<file path="src/rtl/alu_pipe_if.sv">
// alu_pipe_if: operand/handshake bus and result bus for alu_pipe.
// The zero signal exists only when ALU_PIPE_ZERO_FLAG_EN is defined.
interface alu_pipe_if #(
  parameter int WIDTH = 8
);
  logic             in_valid;
  logic             in_ready;
  logic [WIDTH-1:0] xin;
  logic [WIDTH-1:0] yin;
  logic             carry_in;
  logic             end_bar;
  logic             cmpl_x;
  logic             cmpl_y;
  logic             op_and;
  logic             op_xor;
  logic             op_arith;
  logic             out_valid;
  logic [WIDTH-1:0] zout;
  logic             overflow;
  logic             carry_out;
`ifdef ALU_PIPE_ZERO_FLAG_EN
  logic             zero;
`endif

  modport master (
`ifdef ALU_PIPE_ZERO_FLAG_EN
    input  zero,
`endif
    output in_valid, xin, yin, carry_in, end_bar,
    output cmpl_x, cmpl_y, op_and, op_xor, op_arith,
    input  in_ready, out_valid, zout, overflow, carry_out
  );

  modport slave (
`ifdef ALU_PIPE_ZERO_FLAG_EN
    output zero,
`endif
    input  in_valid, xin, yin, carry_in, end_bar,
    input  cmpl_x, cmpl_y, op_and, op_xor, op_arith,
    output in_ready, out_valid, zout, overflow, carry_out
  );
endinterface

</file>
<file path="src/rtl/alu_pipe.sv">
// alu_pipe: digit-pipelined WIDTH-bit ALU, valid/ready in, multi-word carry chain.
// Define ALU_PIPE_ZERO_FLAG_EN to add the registered zero flag output.
module alu_pipe #(
  parameter int WIDTH = 8,
  parameter int DIGIT = 2
) (
  input logic       clk,
  input logic       rst,
  alu_pipe_if.slave bus
);
  localparam int S  = WIDTH / DIGIT;
  localparam int L  = S + 1;
  localparam int CW = $clog2(L + 1);

  typedef enum logic [1:0] {
    OP_NONE,
    OP_AND,
    OP_XOR,
    OP_ARITH
  } op_e;

  typedef struct packed {
    logic             v;
    op_e              op;
    logic             c;
    logic [WIDTH-1:0] x;
    logic [WIDTH-1:0] y;
    logic [WIDTH-1:0] z;
  } stg_t;

  stg_t             pipe_q [S+1];
  stg_t             pipe_d [S+1];
  logic             chain_q, chain_d;
  logic [CW-1:0]    stall_q, stall_d;
  logic             out_valid_q, out_valid_d;
  logic [WIDTH-1:0] zout_q, zout_d;
  logic             ovf_q, ovf_d;
  logic             cout_q, cout_d;
`ifdef ALU_PIPE_ZERO_FLAG_EN
  logic             zero_q, zero_d;
`endif
  op_e              op_sel;
  logic             acc;

  assign bus.in_ready = ~rst & (stall_q == '0);
  assign acc          = bus.in_valid & bus.in_ready;

  // Resolve the op select: arith beats xor beats and.
  always_comb begin
    op_sel = OP_NONE;
    if (bus.op_arith)    op_sel = OP_ARITH;
    else if (bus.op_xor) op_sel = OP_XOR;
    else if (bus.op_and) op_sel = OP_AND;
  end

  // Stage 0 captures operands; stage k resolves digit k-1 and ripples carry.
  always_comb begin
    logic [DIGIT:0]   sum;
    logic [DIGIT-1:0] xd;
    logic [DIGIT-1:0] yd;
    logic [DIGIT-1:0] zd;
    sum = '0;
    xd  = '0;
    yd  = '0;
    zd  = '0;
    pipe_d[0].v  = acc;
    pipe_d[0].op = op_sel;
    pipe_d[0].c  = chain_q ? cout_q : bus.carry_in;
    pipe_d[0].x  = bus.xin ^ {WIDTH{bus.cmpl_x}};
    pipe_d[0].y  = bus.yin ^ {WIDTH{bus.cmpl_y}};
    pipe_d[0].z  = '0;
    for (int k = 1; k <= S; k++) begin
      pipe_d[k] = pipe_q[k-1];
      xd  = pipe_q[k-1].x[(k-1)*DIGIT +: DIGIT];
      yd  = pipe_q[k-1].y[(k-1)*DIGIT +: DIGIT];
      sum = {1'b0, xd} + {1'b0, yd}
          + {{DIGIT{1'b0}}, pipe_q[k-1].c};
      case (pipe_q[k-1].op)
        OP_ARITH: zd = sum[DIGIT-1:0];
        OP_XOR:   zd = xd ^ yd;
        OP_AND:   zd = xd & yd;
        default:  zd = '0;
      endcase
      pipe_d[k].z[(k-1)*DIGIT +: DIGIT] = zd;
      pipe_d[k].c = (pipe_q[k-1].op == OP_ARITH) & sum[DIGIT];
    end
  end

  // Output register loads on a finished word and otherwise holds.
  always_comb begin
    out_valid_d = pipe_q[S].v;
    zout_d      = zout_q;
    ovf_d       = ovf_q;
    cout_d      = cout_q;
`ifdef ALU_PIPE_ZERO_FLAG_EN
    zero_d      = zero_q;
`endif
    if (pipe_q[S].v) begin
      zout_d = pipe_q[S].z;
      cout_d = pipe_q[S].c;
      // carry into the MSB is recovered from the MSB sum bit
      ovf_d  = (pipe_q[S].op == OP_ARITH)
             & (pipe_q[S].x[WIDTH-1] ^ pipe_q[S].y[WIDTH-1]
              ^ pipe_q[S].z[WIDTH-1] ^ pipe_q[S].c);
`ifdef ALU_PIPE_ZERO_FLAG_EN
      zero_d = (pipe_q[S].z == '0);
`endif
    end
  end

  // Chain flag and the stall that waits for the chained carry.
  always_comb begin
    chain_d = chain_q;
    stall_d = (stall_q != '0) ? stall_q - CW'(1) : stall_q;
    if (acc) begin
      chain_d = (op_sel == OP_ARITH) & ~bus.end_bar;
      if (chain_d) stall_d = CW'(L);
    end
  end

  // State update with synchronous reset dropping all in-flight words.
  always_ff @(posedge clk) begin
    if (rst) begin
      for (int k = 0; k <= S; k++) pipe_q[k] <= '0;
      chain_q     <= 1'b0;
      stall_q     <= '0;
      out_valid_q <= 1'b0;
      zout_q      <= '0;
      ovf_q       <= 1'b0;
      cout_q      <= 1'b0;
`ifdef ALU_PIPE_ZERO_FLAG_EN
      zero_q      <= 1'b0;
`endif
    end else begin
      pipe_q      <= pipe_d;
      chain_q     <= chain_d;
      stall_q     <= stall_d;
      out_valid_q <= out_valid_d;
      zout_q      <= zout_d;
      ovf_q       <= ovf_d;
      cout_q      <= cout_d;
`ifdef ALU_PIPE_ZERO_FLAG_EN
      zero_q      <= zero_d;
`endif
    end
  end

  assign bus.out_valid = out_valid_q;
  assign bus.zout      = zout_q;
  assign bus.overflow  = ovf_q;
  assign bus.carry_out = cout_q;
`ifdef ALU_PIPE_ZERO_FLAG_EN
  assign bus.zero      = zero_q;
`endif

endmodule

</file>
<file path="src/flat_wrapper.sv">
// flat-port wrapper written by rule: the top's interface ports become plain ports
module alu_pipe_flat 
#(
  parameter int WIDTH = 8,
  parameter int DIGIT = 2
)
  (clk, rst, bus_in_valid, bus_xin, bus_yin, bus_carry_in, bus_end_bar, bus_cmpl_x, bus_cmpl_y, bus_op_and, bus_op_xor, bus_op_arith, bus_in_ready, bus_out_valid, bus_zout, bus_overflow, bus_carry_out);
  alu_pipe_if #(.WIDTH(WIDTH)) bus_i ();
  input logic clk;
  input logic rst;
  input wire logic [$bits(bus_i.in_valid)-1:0] bus_in_valid;
  input wire logic [$bits(bus_i.xin)-1:0] bus_xin;
  input wire logic [$bits(bus_i.yin)-1:0] bus_yin;
  input wire logic [$bits(bus_i.carry_in)-1:0] bus_carry_in;
  input wire logic [$bits(bus_i.end_bar)-1:0] bus_end_bar;
  input wire logic [$bits(bus_i.cmpl_x)-1:0] bus_cmpl_x;
  input wire logic [$bits(bus_i.cmpl_y)-1:0] bus_cmpl_y;
  input wire logic [$bits(bus_i.op_and)-1:0] bus_op_and;
  input wire logic [$bits(bus_i.op_xor)-1:0] bus_op_xor;
  input wire logic [$bits(bus_i.op_arith)-1:0] bus_op_arith;
  output wire logic [$bits(bus_i.in_ready)-1:0] bus_in_ready;
  output wire logic [$bits(bus_i.out_valid)-1:0] bus_out_valid;
  output wire logic [$bits(bus_i.zout)-1:0] bus_zout;
  output wire logic [$bits(bus_i.overflow)-1:0] bus_overflow;
  output wire logic [$bits(bus_i.carry_out)-1:0] bus_carry_out;
  assign bus_i.in_valid = bus_in_valid;
  assign bus_i.xin = bus_xin;
  assign bus_i.yin = bus_yin;
  assign bus_i.carry_in = bus_carry_in;
  assign bus_i.end_bar = bus_end_bar;
  assign bus_i.cmpl_x = bus_cmpl_x;
  assign bus_i.cmpl_y = bus_cmpl_y;
  assign bus_i.op_and = bus_op_and;
  assign bus_i.op_xor = bus_op_xor;
  assign bus_i.op_arith = bus_op_arith;
  assign bus_in_ready = bus_i.in_ready;
  assign bus_out_valid = bus_i.out_valid;
  assign bus_zout = bus_i.zout;
  assign bus_overflow = bus_i.overflow;
  assign bus_carry_out = bus_i.carry_out;
  alu_pipe #(.WIDTH(WIDTH), .DIGIT(DIGIT)) u_core (.clk(clk), .rst(rst), .bus(bus_i));
endmodule
</file>
<file path="config.mk">
export PLATFORM = sky130hd
export DESIGN_NAME = alu_pipe_flat
export DESIGN_NICKNAME = d
export VERILOG_FILES = /design/src/rtl/alu_pipe_if.sv /design/src/rtl/alu_pipe.sv /design/src/flat_wrapper.sv
export SDC_FILE = /design/constraint.sdc
export NUM_CORES = 1
export LEC_CHECK = 0
export ABC_CLOCK_PERIOD_IN_PS = 1900
export CAP_MARGIN = 20
export CORE_UTILIZATION = 30
export CTS_CLUSTER_SIZE = 8
export DETAILED_ROUTE_END_ITERATION = 10
export GPL_TIMING_DRIVEN = 0
export PLACE_DENSITY = 0.44
export SYNTH_ARGS = -nofsm -noshare
export SYNTH_HDL_FRONTEND = slang
export SYNTH_SLANG_ARGS = --single-unit
</file>
<file path="constraint.sdc">
create_clock -name clk -period 1.9 [get_ports clk]
set_input_delay 0.285 -clock clk [delete_from_list [all_inputs] [get_ports clk]]
set_output_delay 0.285 -clock clk [all_outputs]
set_load 0.05 [all_outputs]
</file>
Yosys cells after proc, flatten, opt, wreduce, memory -nomap -nowiden
Index checks and enable logic that the tools add are counted.

word-level totals
  flip-flop bits (word level) = 135
  latch bits = 0
  RAM bits = 0
  bits in read-only memories = 0
  input bits = 26
  output and inout port bits = 12
  logic and storage cells = 94
  memories kept = 0

operators by class
  $add $sub $neg = 9
  $mul = 0
  div/mod/pow operators = 0
  magnitude comparators = 0
  equal/unequal tests = 14
  shift operators = 0
  muxes and demuxes = 11
  bitwise operators = 23
  reduce and logical (&&, ||, !) cells = 2

operator list
  operator                                                                number
  2-bit one-hot mux with 3 select lines                                   4
  2-bit equality test (second input constant)                             10
  8-bit bitwise XOR                                                       2
  2-bit by 2-bit adder with 3-bit output                                  4
  3-bit by 1-bit adder with 3-bit output                                  4
  3-bit two-way mux                                                       3
  1-bit bitwise AND                                                       8
  2-bit bitwise AND                                                       4
  2-bit by 1-bit equality test with 1-bit output (second input constant)  4
  2-bit bitwise XOR                                                       4
  2-bit two-way mux                                                       2
  3-bit logical NOT                                                       1
  3-bit nonzero test                                                      1
  3-bit by 1-bit subtractor with 3-bit output (second input constant)     1
  1-bit bitwise XOR                                                       3
  1-bit two-way mux                                                       2
  1-bit inverter                                                          2

Longest topological paths before layout
  word-level depth = 7
  mapped depth = 6
  gate-level depth less buffers = 6

Least setup slack after synthesis
No wires, ideal clock.

  path type = input to output
  start point = input rst
  end point = output bus_in_ready
  data arrival time = 1359 ps
  data required time = 1615 ps
  path slack = 256 ps
  stages on the path = 4
  path buffers = 3
  cells stage by stage = buf_2 buf_6 buf_6 nor2_1

on the way
  word-level cells in the longest chain between the ends = 2

RTL lines
  element            line                text
  start, declared    flat_wrapper.sv:10  input logic rst;
  1-bit inverter     alu_pipe.sv:45      assign bus.in_ready = ~rst & (stall_q == '0);
  1-bit bitwise AND  alu_pipe.sv:45
  end, declared      flat_wrapper.sv:21  output wire logic [$bits(bus_i.in_ready)-1:0] bus_in_ready;

Every way passes these cells.

Worst setup path after layout
Same ends and word-level chain as after synthesis.

==> metrics.md <==
| Metric | Value |
|---|---|
| Sequential share of power | 49.2% |
| Final period utilization | 93.51% |
| Placed cell count | between 400 and 500 |
| Final-layout fill cell count | about 1100 |
| M2 GR Usage | 17.21% |
| Placement-stage cell area | 0.003953 mm² |
| Peak VDD IR | approximately 0.37 mV |
| Post-synthesis average cell area | 11.16 µm² |
| Crit-path most repeated cell | buf_6 |
| Clock share of power | 40.1% |
| Final hold slack | 0.4081 ns |
| Clock Skews | 0.003309 ns |
| Mux share of post-synthesis cell area | under 10% |
| Req. time, crit path | 1.62 ns |
| DP Wirelength | 4207 µm |
| Crit. End Element | output port |
| Post-synthesis xor/xnor area fraction | under 10% |
| First-pass GRT wire length | 9701 µm |
| Vias | about 2000 |
| DRC Markers | 0 |
| Sequential share of the synthesized area | 56.66% |
| Simple-gate portion of the synthesized area | 17.52% |
| Mapped Cells | between 300 and 400 |
| Top delay family on crit path | buffers and inverters |
| Commonest cells after routing, fill and taps aside | dfxtp_1, nor2b_1, nor2_1 |
| Worst Hold Class | in -> reg |
| H-tree Lvls | 3 |
| Area Overhead vs Synth | 23.99% |
| Comb power frac | between 10% and 20% |
| Worst-Margin Slew | 0.5004 ns |
| Largest net degree at the start of global routing | 15 |
| DR vias/cell | 3.978 |
| Ratio of cells with drive above 1 in the final layout | under 10% |
| Root buf cell | clkbuf_16 |
| Achievable frequency | 0.5628 GHz |
| Post-synth EDFFs | 0 |
| Sw Share | 22.19% |
| Adder-Cell Fraction of Synth Area | 8.324% |
| Design area | 0.004249 mm² |
| CTS tree | yes |
| GR peak layer | met2 |
| Max transition margin | 66.59% |
| Setup bufs post-CTS | 0 |
| GR Util met3 | 3.288% |
| CP cell instances | clkdlybuf4s15_1 -> buf_4 -> buf_6 -> buf_6 -> nor2_1 -> buf_2 |
| Setup TNS | 0 ns |
| DRT Wirelength | 5846 µm |
| Latest clock arrival within the worst-skew pair | 0.33 ns |
| Drt wl/cell | around 12 µm |
| WS Path Type | in -> out |
| Vert. Die Dim | ~110 µm |
| Leak | 1.717 nW |
| Rows | 38 |
| Total track usage | 11.25% |
| Io pins | 38 |
| Slew Limit Fails | 0 |
| Period minus WS final | 1.777 ns |
| Drt pass-1 iters | 4 |
| CTS Sinks | 97 |
| Initial antenna violation count | 0 |
| Yosys cell types | 24 |
| CP Launch Type | input pin |
| FF+latch count, synth | 97 |
| CTS Buf Count | 9 |
| Mapped Area | approximately 0.0034 mm² |
| Outcome | completed |
| Largest family of logic cells by synthesized area | simple AND/OR/NAND/NOR gates |
| Clk buf depth | 2 |
| Main synth FF type | dfxtp_1 |
| PD cells | 1047 mW/mm² |
| Gp weighted congestion | 0.7244 |
| Total grt overflow | 0 |
| Fraction of registers with async set/reset | 0% |
| Worst EP arrival | 1.49 ns |
| Synth warn | 0 |
| Hold Fails Final Rpt | 0 |
| CP max-delay cell | clkdlybuf4s15_1 |
| Buffers & Inverters on Critical Path | 5 |
| RSZ-0062 raised after global routing | no |
| Max-cap violations | 0 |
| Final Net Count | 397 |
| Synthesized Nets | ~350 |
| Met1 Usage GRT | 14.44% |
| Sw Pwr | between 0.0009 and 0.001 W |
| CTS clk-pin slew, worst paths | 0.06 ns |
| N_diodes | 0 |
| Internal | between 0.003 and 0.004 W |
| Post-route ant nets | 0 |
| Compound-gate portion of the synthesized area | 2.994% |
| Core area | 0.01098 mm² |
| DR iter-0 viols | 36 |
| Post-route insts no fill | 497 |
| Starting Density | 31.20% |
| Critical Path Fanout Max | 10 |
| DIE AREA | 0.01185 mm² |
| PortBufs | 35 |
| Pwr Total | 0.004448 W |
| Final setup fails | 0 |
| Die Wd | 108.9 µm |
| Post-CTS Hold Buffers | 0 |
| Most common cell after layout, fill and taps aside | dfxtp_1 |
| Vias in the first global route | 1929 |
| Max incr delay on CP | 0.29 ns |
registers in the layout, indices dropped and copies added (netlist names):
name / count
u_core.chain_q: 1
u_core.out_valid_d: 1
u_core.stall_q: 3
u_core.pipe_q: 17
u_core.bus.zout: 8
u_core.pipe_d: 64
u_core.bus.out_valid: 1
u_core.bus.overflow: 1
u_core.bus.carry_out: 1
worst reg2reg max path: stages (launching register included):
cell and delay [ns]:
dfxtp_1 0.33, fa_1 0.43, inv_1 0.09, fa_1 0.38, nand2_1 0.08, o211ai_1 0.09, a21oi_1 0.18
metrics by stage:
step,setup WS [ns],utilization (%)
floorplan,0.2557,-
global placement,-0.7433,35.99
detailed placement,-0.7344,35.99
CTS,0.01606,38.66
global route,0.01537,38.69
finish,0.1233,38.69
synthesized netlist by cell type (2+ instances only):
master	instances	area share, %
dfxtp_1	97	57
buf_6	4	1.3
mux2i_1	13	3.8
inv_1	15	1.6
buf_2	7	1.0
and3b_1	5	1.3
xnor2_1	19	4.9
nor2b_1	56	10
a22oi_1	4	0.88
clkbuf_2	2	0.29
mux2_2	4	1.3
nand2_1	8	0.88
fa_1	8	4.7
o211ai_1	3	0.66
ha_1	10	3.7
nor2_1	38	4.2
a21oi_1	7	1.0
metal layers:
layer / vias to the layer above / part of all wire [%]
li1: 1054 / -
met1: 880 / 50
met3: 9 / 3.5
met2: 34 / 44
met5: - / 0
met4: 0 / 1.8
cell families (layout without fill, tap and decap cells):
| family | Yosys count | after routing |
|---|---|---|
| compound gates | 16 | 16 |
| xor+xnor | 20 | 20 |
| fa+ha+maj | 18 | 18 |
| buf+inv | 28 | 78 |
| flops | 97 | 97 |
| mux | 17 | 17 |
| simple gates | 111 | 111 |
cell type report:
cell class | instances | area [µm²] | share of cell area (%)
plain buffers | 13 | 92.59 | 2.179
multi-input cells | 182 | 1339 | 31.51
clock buffers | 12 | 256.5 | 6.037
well taps | 140 | 175.2 | 4.122
inverters | 15 | 56.30 | 1.325
flip-flops and latches | 97 | 1942 | 45.70
repair buffers | 35 | 347.8 | 8.186
clock inverters | 3 | 40.04 | 0.9423
repair_timing:
item / 4_1_cts / 5_1_grt
pin swaps: 0 / 0
cloned: 0 / 0
resized for setup: 8 / 1
setup endpoints to repair: 1 / 1
hold endpoints to repair: 0 / 0
final timing paths:
path | slack (ns) | start | depth (start not counted) | endpoint
max | 0.12 | rst | 6 | bus_in_ready
max reg2reg | 0.24 | u_core.pipe_d[92] | 6 | u_core.pipe_d[57]
min reg2reg | 0.43 | u_core.pipe_d[55] | 1 | u_core.pipe_d[27]
min | 0.41 | rst | 2 | u_core.pipe_d[81]
power groups by stage:
stage / clock network, W / registers (W) / logic (W)
finish: 0.00178 / 0.00219 / 0.000474
global route: 0.00193 / 0.00220 / 0.000537
CTS: 0.00185 / 0.00219 / 0.000484
detailed placement: 0 / 0.00224 / 0.000489
global placement: 0 / 0.00223 / 0.000482
floorplan: 0 / 0.00222 / 0.000350
Note: power is estimated with default switching activity, not from simulation.
